### config.mk
export PLATFORM = sky130hd
export DESIGN_NAME = display_scan_flat
export DESIGN_NICKNAME = d
export VERILOG_FILES = /design/src/rtl/seg7_pkg.sv /design/src/rtl/display_scan_if.sv /design/src/rtl/seg7_decode.sv /design/src/rtl/display_scan.sv /design/src/flat_wrapper.sv
export SDC_FILE = /design/constraint.sdc
export NUM_CORES = 1
export LEC_CHECK = 0
export CAP_MARGIN = 25
export CORE_MARGIN = 3
export CORE_UTILIZATION = 50
export DETAILED_ROUTE_END_ITERATION = 8
export DONT_BUFFER_PORTS = 1
export PLACE_DENSITY = 0.63
export SYNTH_ARGS = -nofsm -noshare
export SYNTH_HDL_FRONTEND = slang
export SYNTH_SLANG_ARGS = --single-unit
### constraint.sdc
create_clock -name clk_in -period 2.7 [get_ports clk_in]
set_input_delay 0.54 -clock clk_in [delete_from_list [all_inputs] [get_ports clk_in]]
set_output_delay 0.54 -clock clk_in [all_outputs]
set_load 0.05 [all_outputs]
### src/rtl/seg7_pkg.sv
// Shared 7-segment definitions: digit code type, special code values and
// the active-low {g,f,e,d,c,b,a} patterns used by the scanner and encoder.
package seg7_pkg;

  typedef logic [3:0] digit_code_t;

  localparam digit_code_t SEG_MINUS = 4'd10;
  localparam digit_code_t SEG_BLANK = 4'd11;
  localparam digit_code_t SEG_E     = 4'd12;
  localparam digit_code_t SEG_R     = 4'd13;

  localparam logic [6:0] PAT_0     = 7'b1000000;
  localparam logic [6:0] PAT_1     = 7'b1111001;
  localparam logic [6:0] PAT_2     = 7'b0100100;
  localparam logic [6:0] PAT_3     = 7'b0110000;
  localparam logic [6:0] PAT_4     = 7'b0011001;
  localparam logic [6:0] PAT_5     = 7'b0010010;
  localparam logic [6:0] PAT_6     = 7'b0000010;
  localparam logic [6:0] PAT_7     = 7'b1111000;
  localparam logic [6:0] PAT_8     = 7'b0000000;
  localparam logic [6:0] PAT_9     = 7'b0010000;
  localparam logic [6:0] PAT_MINUS = 7'b0111111;
  localparam logic [6:0] PAT_BLANK = 7'b1111111;
  localparam logic [6:0] PAT_E     = 7'b0000110;
  localparam logic [6:0] PAT_R     = 7'b0101111;

  // Codes that count as "nothing significant" when looking for leading zeros.
  function automatic logic is_zero_or_dark(digit_code_t code);
    return (code == 4'd0) || (code == SEG_BLANK) || (code == 4'd15);
  endfunction

endpackage

### src/rtl/display_scan_if.sv
// Digit data in / anode+cathode drive out bundle for display_scan.
// master = the side supplying digits, slave = the scanner.
interface display_scan_if;
  logic [15:0] digits_in;
  logic        dp_en;
  logic        blank;
  logic [3:0]  anode;
  logic [7:0]  seg;
  logic [1:0]  digit_sel;
  logic        scan_tick;

  modport master (
    output digits_in, dp_en, blank,
    input  anode, seg, digit_sel, scan_tick
  );

  modport slave (
    input  digits_in, dp_en, blank,
    output anode, seg, digit_sel, scan_tick
  );
endinterface

### src/rtl/seg7_decode.sv
// Combinational digit-code to active-low 7-segment pattern decoder.
module seg7_decode
  import seg7_pkg::*;
(
  input  digit_code_t code,
  output logic [6:0]  pattern
);

  always_comb begin
    pattern = PAT_BLANK;
    case (code)
      4'd0:      pattern = PAT_0;
      4'd1:      pattern = PAT_1;
      4'd2:      pattern = PAT_2;
      4'd3:      pattern = PAT_3;
      4'd4:      pattern = PAT_4;
      4'd5:      pattern = PAT_5;
      4'd6:      pattern = PAT_6;
      4'd7:      pattern = PAT_7;
      4'd8:      pattern = PAT_8;
      4'd9:      pattern = PAT_9;
      SEG_MINUS: pattern = PAT_MINUS;
      SEG_E:     pattern = PAT_E;
      SEG_R,
      4'd14:     pattern = PAT_R;
      default:   pattern = PAT_BLANK;
    endcase
  end

endmodule

### src/rtl/display_scan.sv
// Four-digit multiplexed 7-segment scanner with registered anode/seg/digit_sel.
// Optional macro LEADING_ZERO_BLANK_EN suppresses leading zeros on digits 3..1.
module display_scan
  import seg7_pkg::*;
#(
  parameter int REFRESH_DIV = 100000,
  parameter int DP_POS      = 3
) (
  input  logic         clk_in,
  input  logic         rst_n,
  display_scan_if.slave bus
);

  localparam int         PW     = (REFRESH_DIV > 1) ? $clog2(REFRESH_DIV) : 1;
  localparam logic [PW-1:0] TERM = PW'(REFRESH_DIV - 1);
  localparam logic [1:0] DP_IDX = 2'(DP_POS);

  logic [PW-1:0] prescaler_reg;
  logic [1:0]    idx_reg;
  logic [3:0]    anode_reg;
  logic [7:0]    seg_reg;
  logic [1:0]    digit_sel_reg;
  logic          scan_tick_reg;

  digit_code_t raw_code [4];
  digit_code_t eff_code [4];
  digit_code_t cur_code;
  logic [6:0]  cur_pattern;
  logic        terminal;

  genvar gi;
  generate
    for (gi = 0; gi < 4; gi++) begin : g_raw
      assign raw_code[gi] = bus.digits_in[4*gi +: 4];
    end

`ifdef LEADING_ZERO_BLANK_EN
    // clear_above[k]: every digit above k is zero or blank-coded.
    logic [3:1] clear_above;
    assign clear_above[3] = 1'b1;
    for (gi = 1; gi < 3; gi++) begin : g_clear
      assign clear_above[gi] = clear_above[gi+1] & is_zero_or_dark(raw_code[gi+1]);
    end
    assign eff_code[0] = raw_code[0];
    for (gi = 1; gi < 4; gi++) begin : g_lzb
      assign eff_code[gi] = ((raw_code[gi] == 4'd0) && clear_above[gi]) ? SEG_BLANK
                                                                         : raw_code[gi];
    end
`else
    for (gi = 0; gi < 4; gi++) begin : g_lit
      assign eff_code[gi] = raw_code[gi];
    end
`endif
  endgenerate

  assign cur_code = eff_code[idx_reg];
  assign terminal = (prescaler_reg == TERM);

  seg7_decode u_decode (
    .code    (cur_code),
    .pattern (cur_pattern)
  );

  // Outputs are built from the pre-advance idx, so anode/seg/digit_sel stay paired.
  always_ff @(posedge clk_in or negedge rst_n) begin
    if (!rst_n) begin
      prescaler_reg <= '0;
      idx_reg       <= 2'd0;
      anode_reg     <= 4'b1111;
      seg_reg       <= 8'hFF;
      digit_sel_reg <= 2'd0;
      scan_tick_reg <= 1'b0;
    end else begin
      if (terminal) begin
        prescaler_reg <= '0;
        idx_reg       <= idx_reg + 2'd1;
        scan_tick_reg <= 1'b1;
      end else begin
        prescaler_reg <= prescaler_reg + PW'(1);
        scan_tick_reg <= 1'b0;
      end

      digit_sel_reg <= idx_reg;
      if (bus.blank) begin
        anode_reg <= 4'b1111;
        seg_reg   <= 8'hFF;
      end else begin
        anode_reg <= ~(4'b0001 << idx_reg);
        seg_reg   <= {~(bus.dp_en && (idx_reg == DP_IDX)), cur_pattern};
      end
    end
  end

  assign bus.anode     = anode_reg;
  assign bus.seg       = seg_reg;
  assign bus.digit_sel = digit_sel_reg;
  assign bus.scan_tick = scan_tick_reg;

endmodule
### src/flat_wrapper.sv
// flat-port wrapper written by rule: the top's interface ports become plain ports
module display_scan_flat import seg7_pkg::*;
#(
  parameter int REFRESH_DIV = 100000,
  parameter int DP_POS      = 3
)
  (clk_in, rst_n, bus_digits_in, bus_dp_en, bus_blank, bus_anode, bus_seg, bus_digit_sel, bus_scan_tick);
  display_scan_if bus_i ();
  input  logic clk_in;
  input  logic rst_n;
  input wire logic [$bits(bus_i.digits_in)-1:0] bus_digits_in;
  input wire logic [$bits(bus_i.dp_en)-1:0] bus_dp_en;
  input wire logic [$bits(bus_i.blank)-1:0] bus_blank;
  output wire logic [$bits(bus_i.anode)-1:0] bus_anode;
  output wire logic [$bits(bus_i.seg)-1:0] bus_seg;
  output wire logic [$bits(bus_i.digit_sel)-1:0] bus_digit_sel;
  output wire logic [$bits(bus_i.scan_tick)-1:0] bus_scan_tick;
  assign bus_i.digits_in = bus_digits_in;
  assign bus_i.dp_en = bus_dp_en;
  assign bus_i.blank = bus_blank;
  assign bus_anode = bus_i.anode;
  assign bus_seg = bus_i.seg;
  assign bus_digit_sel = bus_i.digit_sel;
  assign bus_scan_tick = bus_i.scan_tick;
  display_scan #(.REFRESH_DIV(REFRESH_DIV), .DP_POS(DP_POS)) u_core (.clk_in(clk_in), .rst_n(rst_n), .bus(bus_i));
endmodule
==> run_results.csv, run 1 <==
group,metric,value,unit
sta,fmax,455,MHz
min_path,min_path_type,"in2async",
sta,tightest_slew,0.468,ns
drt,top_layer_used,"met4",
critical_path,cp_slowest_cell,"mux4_2",
cells_and_area,final_nets,176,
clock_network,cts_buffer_depth,2,
sta,maxSlewHeadroom,68.8,%
clock_network,post_cts_buffers,0,
logic_synthesis,ys_ff_latch,34,
floorplan,die_w,63.4,µm
drt,first_pass_iters,4,
place,io_buffers,0,
floorplan,die_area,0.00402,mm²
global_routing,grt_max_degree,23,
logic_synthesis,syn_area,0.00165,mm²
sta,setup_viol_count_final,0,
logic_synthesis,synth-xor-area-share,7.44,%
cells_and_area,n_fill_cell,286,
power_and_ir_drop,p_seq_share,57.3,%
drt,routedWlPerCell,16.0,µm
place,hpwl,2.21,mm
global_routing,antenna_found_initial,0,
drt,m1WireLength,1.24,mm
power_and_ir_drop,internal-power,739,µW
power_and_ir_drop,switching_share,24.6,%
logic_synthesis,synth_top_family_by_area,"simple AND/OR/NAND/NOR gates",
clock_network,cts.sinks,34,
power_and_ir_drop,p_switching,241,µW
critical_path,startpoint_type,"register",
global_routing,grt_pass1_wl,5.15,mm
logic_synthesis,yosys-top-cells-area,"dfrtp_1, dfstp_2, ha_1",
clock_network,tritoncts,"done",
floorplan,die_y,63.4,µm
sta,final.setup.tns,0,ns
drt,wl_met2,1.58,mm
power_and_ir_drop,power,980,µW
logic_synthesis,ys_seq_area_share,52.5,%
logic_synthesis,synth_warnings,0,
floorplan,core-area,0.00310,mm²
logic_synthesis,yosys.area.top_type,"dfrtp_1",
power_and_ir_drop,powerDensity,546,mW/mm²
cells_and_area,drive_gt1_share,21.8,%
logic_synthesis,synth_compound_area_share,6.00,%
logic_synthesis,synthAdderAreaFrac,7.59,%
critical_path,end_kind,"register",
clock_network,clock-root-buffer,"clkbuf_4",
sta,finalHoldViolCount,0,
logic_synthesis,synth_nets,170,
drt,drc,0,
global_routing,grt_remaining_overflow,0,
logic_synthesis,synth.area.mux_share,8.05,%
cells_and_area,diodes,0,
critical_path,cp.arrival,2.45,ns
cells_and_area,design_area,0.00180,mm²
cells_and_area,area_growth,9.04,%
logic_synthesis,yosys.area_share.simple,14.9,%
drt,totalWireLength,3.06,mm
global_routing,grt_usage,16.6,%
power_and_ir_drop,combPwrFrac,4.8,%
logic_synthesis,async_flop_share,100,%
floorplan,rows,20,
floorplan,start_util,53.1,%
cells_and_area,final_util,57.9,%
logic_synthesis,avgSynthCellArea,11.8,µm²
drt,via_count,1039,
drt,wl_met3,200,µm
clock_network,htree_levels,2,
cells_and_area,largest_register_ffs,17,
logic_synthesis,synthCells,140,
floorplan,boundaryPins,35,
critical_path,cp_data_required_time,2.95,ns
logic_synthesis,synthTopCellsByCount,"dfrtp_1, dfstp_2, ha_1, nand2_1, nor2_1",
critical_path,cp_cell_sequence,"mux4_2 > inv_1 > ha_1 > inv_1 > mux2_2 > a21oi_1 > o21ai_0",
critical_path,cpPeakStageDelay,0.63,ns
logic_synthesis,synth_top_area_share,33.4,%
place,placed_area,0.00168,mm²
drt,drt-initial-drc-count,32,
sta,fin_skew,0.0117,ns
logic_synthesis,synth-edff-count,0,
place,place_congestion,0.807,
drt,via_per_inst,5.44,
power_and_ir_drop,power_leakage,0.000763,µW
critical_path,worstPathMaxFanout,8,
logic_synthesis,yosysMostFrequentCell,"dfrtp_1",
outcome,status,"complete, no violations",
critical_path,critPathMostFrequentCell,"inv_1",
global_routing,grt_pass1_vias,1098,
clock_network,path_clk_slew,0.11,ns
sta,grt_setup_unrepaired,"no",
logic_synthesis,ys_types,34,
job,drv_cap,0,
logic_synthesis,synth_ff_type,"dfrtp_1",
power_and_ir_drop,peakVddDrop,251,µV
sta,slew_viol_final,0,
sta,finalCritPeriodShare,81.4,%
clock_network,insertion_delay,0.33,ns
drt,ant_nets,0,
clock_network,cts_buffers,5,
sta,period_minus_slack,2.20,ns
power_and_ir_drop,pwr-share-clk,37.9,%
critical_path,critPathKind,"reg2reg",
-- cell usage in the layout, fill, tap and decap left out, types with 2 or more instances in the layout --
| master | n |
|---|---|
| xnor2_1 | 7 |
| nor3_1 | 2 |
| xor2_1 | 7 |
| ha_1 | 10 |
| nor2_1 | 10 |
| inv_1 | 7 |
| a21oi_1 | 4 |
| clkinvlp_4 | 2 |
| and4_1 | 3 |
| nand4_1 | 2 |
| nor2b_1 | 2 |
| or3_1 | 2 |
| mux2_2 | 2 |
| o21ai_0 | 8 |
| mux2i_1 | 2 |
| dlygate4sd3_1 | 2 |
| nand2_1 | 10 |
| dfrtp_1 | 22 |
| mux4_2 | 4 |
| clkbuf_4 | 5 |
| dfstp_2 | 12 |
| nand3_1 | 8 |
-- final cells by class --
type	count	area, µm²	area share (%)
flip-flops and latches	34	866	48.2
multi-input cells	94	724	40.3
well taps	44	55.1	3.06
clock inverters	3	45.0	2.51
repair buffers	4	42.5	2.37
clock buffers	5	37.5	2.09
inverters	7	26.3	1.46
-- metal layers --
metal  track usage (%)  up-vias
met3              5.70        6
met5                 0        -
met2              27.8       33
met1              18.7      503
li1                  -      497
met4              8.63        0
-- logic make-up (layout without fill, tap and decap cells) --
kind of cell	Yosys count	in the layout
XOR/XNOR	14	14
AND/OR/NAND/NOR	45	45
flip-flops	34	34
multiplexers	8	8
buffers and inverters	12	19
adder cells (fa/ha/maj)	10	10
AO/OA/AOI/OAI	17	17
-- power by group through the flow --
stage,registers [µW],logic (µW),clock network (µW)
2_1_floorplan,569,29.2,0
3_3_place_gp,571,32.9,0
3_5_place_dp,572,34.6,0
4_1_cts,562,42.5,382
5_1_grt,563,53.6,409
6_report,562,47.3,371
-- worst max-delay path, delay by kind of cell (launching register included) --
family                   cells  cell delay [ns]
AO/OA/AOI/OAI                2             0.32
buffers and inverters        2             0.19
multiplexers                 2             0.90
flip-flops                   1             0.56
adder cells (fa/ha/maj)      1             0.15
-- repair_timing --
action,4_1_cts,5_1_grt
gates resized for setup,0,0
hold endpoints to repair,22,6
hold buffers,1,1
-- final timing paths --
check	from	end	slack, ns	depth (start not counted)
max	u_core.idx_reg[0]	u_core.bus.seg[3]	0.50	7
min	rst_n	u_core.bus.seg[2]	0.05	0
max reg2reg	u_core.idx_reg[0]	u_core.bus.seg[3]	0.50	7
min reg2reg	u_core.prescaler_reg[0]	u_core.prescaler_reg[0]	0.49	1
max in group asynchronous	rst_n	u_core.prescaler_reg[5]	1.80	2
min in group clk_in	bus_dp_en	u_core.bus.seg[7]	0.26	1
-- per-stage QoR --
stage,setup slack [ns],hold WS (ns),instances
2_1_floorplan,0.725,0.244,140
6_report,0.502,0.0456,191
3_3_place_gp,0.593,0.245,180
3_5_place_dp,0.535,0.245,180
4_1_cts,0.487,0.0132,189
5_1_grt,0.272,0.0119,191
No activity file was read; power rests on OpenSTA's default activity.
==> inputs of run 2 (changes only) <==
PLACE_DENSITY = 0.66   (was 0.63)
clock period = 1.9 ns   (was 2.7 ns; I/O delays follow)
==> run 2 against run 1 <==
Global-route usage shrank 0.47 points. Utilization rose by 4.0 points. Highest routed layer unchanged. Register-to-register slack worse by 0.44 ns.
==> run_results.csv, run 2 (same netlist as run 1, synthesis figures left out) <==
group,metric,value,unit
outcome,status,"complete, no violations",
sta,maxSlewHeadroom,69.7,%
global_routing,grt_remaining_overflow,0,
critical_path,critical_path_buf_inv_count,2,
power_and_ir_drop,peakVddDrop,451,µV
global_routing,grt_max_degree,35,
critical_path,cpPeakStageDelay,0.53,ns
global_routing,grt_pass1_vias,1094,
critical_path,cp_data_required_time,2.17,ns
place,place_ws,0.0183,ns
clock_network,htree_levels,2,
global_routing,grt_usage,16.2,%
critical_path,rr_worst_depth,7,
critical_path,startpoint_type,"register",
critical_path,cp_cell_sequence,"mux4_2 > inv_2 > ha_4 > inv_2 > mux2_4 > a21oi_4 > o21ai_1",
floorplan,boundaryPins,35,
clock_network,cts_buffers,5,
sta,setup_slack,0.0596,ns
min_path,min_path_type,"in2reg",
cells_and_area,n_fill_cell,273,
drt,first_pass_iters,4,
drt,totalWireLength,2.99,mm
critical_path,crit_family,"multiplexers",
drt,via_count,1067,
floorplan,core-area,0.00310,mm²
place,io_buffers,0,
critical_path,r2r_end,"u_core.bus.seg[5]",
clock_network,tritoncts,"done",
floorplan,die_area,0.00402,mm²
critical_path,worstPathMaxFanout,4,
cells_and_area,layout.cells.non_filler,199,
cells_and_area,diodes,0,
sta,finalCritPeriodShare,96.9,%
drt,via_per_inst,5.36,
cells_and_area,final_nets,184,
floorplan,die_y,63.4,µm
critical_path,rr_startpoint,"u_core.idx_reg[0]",
critical_path,r2r_setup_slack,0.06,ns
drt,ant_nets,0,
min_path,holdPathStages,1,
cells_and_area,largest_register_ffs,17,
floorplan,start_util,53.1,%
sta,fin_skew,0.0155,ns
place,dp_cells,187,
cells_and_area,area_growth,16.6,%
sta,slew_viol_final,0,
clock_network,path_clk_slew,0.11,ns
critical_path,end_kind,"register",
min_path,min_from,"bus_dp_en",
place,hpwl,2.09,mm
power_and_ir_drop,power_leakage,0.000828,µW
clock_network,insertion_delay,0.35,ns
drt,routedWlPerCell,15.0,µm
critical_path,critPathKind,"reg2reg",
min_path,whs_endpoint,"u_core.bus.seg[7]",
cells_and_area,drive_gt1_share,31.6,%
drt,drt-initial-drc-count,24,
floorplan,die_w,63.4,µm
sta,finalHoldViolCount,0,
critical_path,cp.arrival,2.11,ns
global_routing,grt_pass1_wl,4.98,mm
power_and_ir_drop,powerDensity,815,mW/mm²
critical_path,cp_slowest_cell,"mux4_2",
sta,period_minus_slack,1.84,ns
floorplan,rows,20,
cells_and_area,most-common-layout-cells,"dfrtp_1, dfstp_2, nand2_1, nor2_1, buf_4",
drt,drc,0,
global_routing,antenna_found_initial,0,
clock_network,clock-root-buffer,"clkbuf_4",
sta,setup_viol_count_final,0,
critical_path,critPathMostFrequentCell,"inv_2",
sta,tightest_slew,0.455,ns
clock_network,cts_buffer_depth,2,
place,place_congestion,0.773,
sta,fmax,543,MHz
clock_network,cts.sinks,34,
job,drv_cap,0,
cells_and_area,layout_commonest_cell,"dfrtp_1",
## run 2: changes by cell type in the layout (fill, tap and decap cells not counted), sizes merged
cell | previous run | this run
buf | 2 | 11
bufinv | 1 | 2
clkinv | 0 | 1
clkinvlp | 2 | 0
dlygate4sd3 | 2 | 1
## run 2: report_power, final
part	internal, µW	switching [µW]
Sequential	748	49.5
Combinational	38.8	50.2
Clock	411	268
## run 2: timing repair
action,CTS,global route
endpoints found under the setup margin,2,4
hold endpoints to repair,34,0
pin swaps,0,1
buffers inserted,0,2
resized for setup,1,11
hold buffers,2,0
## run 2: area by class of cell
type                            instances  area, µm²  share of cell area, %
Sequential cell                        34        867                   45.1
Tap cell                               44       55.1                   2.87
Multi-Input combinational cell         94        761                   39.6
Clock buffer                            5       37.5                   1.95
Clock inverter                          3       68.8                   3.58
Timing Repair Buffer                   12        105                   5.47
Inverter                                7       26.3                   1.37
## run 2: layer usage
layer | global-route usage, % | share of wire [%] | up-vias
met5 | 0 | 0 | -
met4 | 8.09 | 2.0 | 0
met3 | 4.63 | 6.5 | 7
met2 | 24.4 | 48 | 34
met1 | 21.2 | 44 | 513
li1 | - | - | 513
## run 2: per-stage QoR
step | power [µW] | hold slack, ns | TNS (ns) | instance area (µm²) | utilization [%]
2_1_floorplan | 852 | 0.0844 | -0.0164 | 1650 | -
3_3_place_gp | 864 | 0.0856 | 0 | 1740 | 55.9
3_5_place_dp | 866 | 0.0861 | 0 | 1740 | 55.9
4_1_cts | 1570 | 0.0856 | 0 | 1870 | 60.4
5_1_grt | 1630 | 0.0930 | -0.0253 | 1920 | 61.9
6_report | 1570 | 0.103 | 0 | 1920 | 61.9
## run 2: worst max path at each step
stage	slack (ns)	depth (start not counted)	end	startpoint
2_1_floorplan	-0.008	8	u_core.bus.seg[3]	u_core.idx_reg[0]
3_3_place_gp	0.04	6	u_core.bus.seg[4]	u_core.idx_reg[0]
3_5_place_dp	0.02	7	u_core.bus.seg[3]	u_core.idx_reg[0]
4_1_cts	0.04	7	u_core.bus.seg[3]	u_core.idx_reg[0]
5_1_grt	-0.02	7	u_core.bus.seg[5]	u_core.idx_reg[0]
6_report	0.06	7	u_core.bus.seg[5]	u_core.idx_reg[0]
==> inputs of run 3 (changes only) <==
CELL_PAD_IN_SITES_DETAIL_PLACEMENT = 1   (was default)
CELL_PAD_IN_SITES_GLOBAL_PLACEMENT = 2   (was default)
CORE_UTILIZATION = 36   (was 50)
GPL_TIMING_DRIVEN = 0   (was default)
PLACE_DENSITY = 0.71   (was 0.66)
==> run 3 against run 2 <==
The run now ends with negative setup slack left. Routed wire length is 16% higher. Worst setup slack worse by 0.072 ns. Critical path depth is 1 higher. Critical endpoint unchanged. Fmax is 3.8% lower. Largest power group unchanged.
==> run_results.csv, run 3 (same netlist as run 1, synthesis figures left out) <==
group,metric,value,unit
sta,final.setup.tns,-0.0396,ns
floorplan,boundaryPins,35,
sta,period_minus_slack,1.91,ns
global_routing,antenna_found_initial,0,
clock_network,path_clk_slew,0.07,ns
cells_and_area,layout_commonest_cell,"dfrtp_1",
power_and_ir_drop,combPwrFrac,6.5,%
global_routing,grt_max_degree,35,
clock_network,htree_levels,2,
cells_and_area,most-common-layout-cells,"dfrtp_1, dfstp_2, nand2_1, nor2_1",
sta,maxSlewHeadroom,69.9,%
drt,drc,0,
power_and_ir_drop,internal-power,1180,µW
sta,finalCritPeriodShare,101,%
sta,setup_slack,-0.0124,ns
sta,finalHoldViolCount,0,
power_and_ir_drop,power_leakage,0.000832,µW
sta,fin_skew,0.00680,ns
critical_path,cp_cell_sequence,"buf_6 > mux4_2 > inv_4 > ha_4 > inv_2 > mux2_4 > a21oi_4 > o21ai_1",
floorplan,rows,23,
critical_path,cp_slowest_cell,"mux4_2",
cells_and_area,n_fill_cell,453,
clock_network,tritoncts,"done",
min_path,min_path_type,"in2reg",
clock_network,cts.sinks,34,
clock_network,clock-root-buffer,"clkbuf_8",
drt,via_count,1086,
floorplan,start_util,39.2,%
power_and_ir_drop,p_switching,344,µW
global_routing,grt_remaining_overflow,0,
drt,routedWlPerCell,16.8,µm
clock_network,insertion_delay,0.28,ns
sta,grt_setup_unrepaired,"yes",
outcome,status,"finished, violations left",
power_and_ir_drop,pwr-share-clk,41.3,%
drt,via_per_inst,5.27,
drt,ant_nets,0,
critical_path,startpoint_type,"register",
floorplan,die_y,73.7,µm
floorplan,die_w,73.7,µm
critical_path,cp_data_required_time,2.10,ns
sta,hold-worst-slack,0.163,ns
global_routing,grt_usage,14.3,%
critical_path,cpPeakStageDelay,0.56,ns
cells_and_area,largest_register_ffs,17,
sta,fmax,523,MHz
clock_network,cts_buffer_depth,2,
power_and_ir_drop,power,1530,µW
job,drv_cap,0,
cells_and_area,drive_gt1_share,31.4,%
critical_path,end_kind,"register",
critical_path,worstPathMaxFanout,5,
drt,totalWireLength,3.46,mm
global_routing,grt_pass1_vias,1174,
sta,slew_viol_final,0,
clock_network,cts_buffers,5,
cells_and_area,final_nets,185,
cells_and_area,area_growth,18.7,%
cells_and_area,diodes,0,
global_routing,grt_pass1_wl,5.74,mm
power_and_ir_drop,powerDensity,782,mW/mm²
critical_path,cp.arrival,2.11,ns
outcome,violations,"negative setup slack",
power_and_ir_drop,peakVddDrop,480,µV
floorplan,core-area,0.00420,mm²
place,place_ws,-0.276,ns
critical_path,critPathKind,"reg2reg",
place,io_buffers,0,
drt,drt-initial-drc-count,61,
place,place_congestion,0.737,
place,hpwl,2.38,mm
sta,tightest_slew,0.452,ns
drt,first_pass_iters,3,
power_and_ir_drop,p_seq_share,52.2,%
power_and_ir_drop,switching_share,22.5,%
sta,setup_viol_count_final,4,
floorplan,die_area,0.00543,mm²
## run 3: cell types whose count changed in the layout (fill, tap and decap cells not counted), sizes merged
| cell | delta |
|---|---|
| clkbuf | +3 |
| clkinv | -1 |
| bufinv | -1 |
## run 3: worst max-delay path: cells and delay by family, from the launching register on
family,cells,cell delay (ns)
buffers and inverters,3,0.27
muxes,2,0.82
AOI/OAI and AO/OA,2,0.22
DFF,1,0.37
adders and majority gates,1,0.13
## run 3: area by class of cell
type / count / area [µm²] / share of cell area (%)
Multi-Input combinational cell: 94 / 774 / 39.6
Clock inverter: 1 / 30.0 / 1.54
Sequential cell: 34 / 866 / 44.3
Clock buffer: 7 / 76.3 / 3.90
Buffer: 4 / 31.3 / 1.60
Timing Repair Buffer: 9 / 86.3 / 4.41
Inverter: 7 / 28.8 / 1.47
Tap cell: 50 / 62.6 / 3.20
## run 3: per-stage QoR
| step | utilization [%] | cells | cell area (µm²) |
|---|---|---|---|
| finish | 46.5 | 206 | 1960 |
| global placement | 40.8 | 190 | 1710 |
| global route | 46.5 | 206 | 1960 |
| detailed placement | 40.8 | 190 | 1710 |
| floorplan | - | 140 | 1650 |
| CTS | 46.0 | 207 | 1930 |
## run 3: path summary, 6_finish.rpt
check / from / to / slack [ns] / cells after the start
min in group asynchronous: rst_n / u_core.bus.digit_sel[1] / 0.57 / 2
worst max register to register: u_core.idx_reg[0] / u_core.bus.seg[5] / -0.01 / 8
worst min-delay path: bus_dp_en / u_core.bus.seg[7] / 0.16 / 1
worst min register to register: u_core.prescaler_reg[0] / u_core.prescaler_reg[0] / 0.49 / 1
worst max-delay path: u_core.idx_reg[0] / u_core.bus.seg[5] / -0.01 / 8
max in group asynchronous: rst_n / u_core.bus.seg[0] / 1.08 / 2
## run 3: power by group through the flow
| stage | combinational, µW | sequential, µW | clock [µW] |
|---|---|---|---|
| after CTS | 93.1 | 797 | 655 |
| after global routing | 110 | 799 | 687 |
| after global placement | 52.1 | 810 | 0 |
| after detailed placement | 54.6 | 810 | 0 |
| after floorplan | 42.7 | 809 | 0 |
| final | 99.8 | 797 | 631 |
## run 3: layer usage
layer,part of all wire [%],global-route usage [%],vias up
met4,1.1,4.83,0
met3,3.9,4.38,5
met2,48,21.7,20
li1,-,-,512
met1,47,19.5,549
met5,0,0,-
## run 3: timing repair
action                     CTS  global route
hold buffers                 2             0
buffers inserted             7             0
hold endpoints to repair    34             0
setup endpoints to repair    6            18
resized for setup           11            12
pin swaps                    2             2
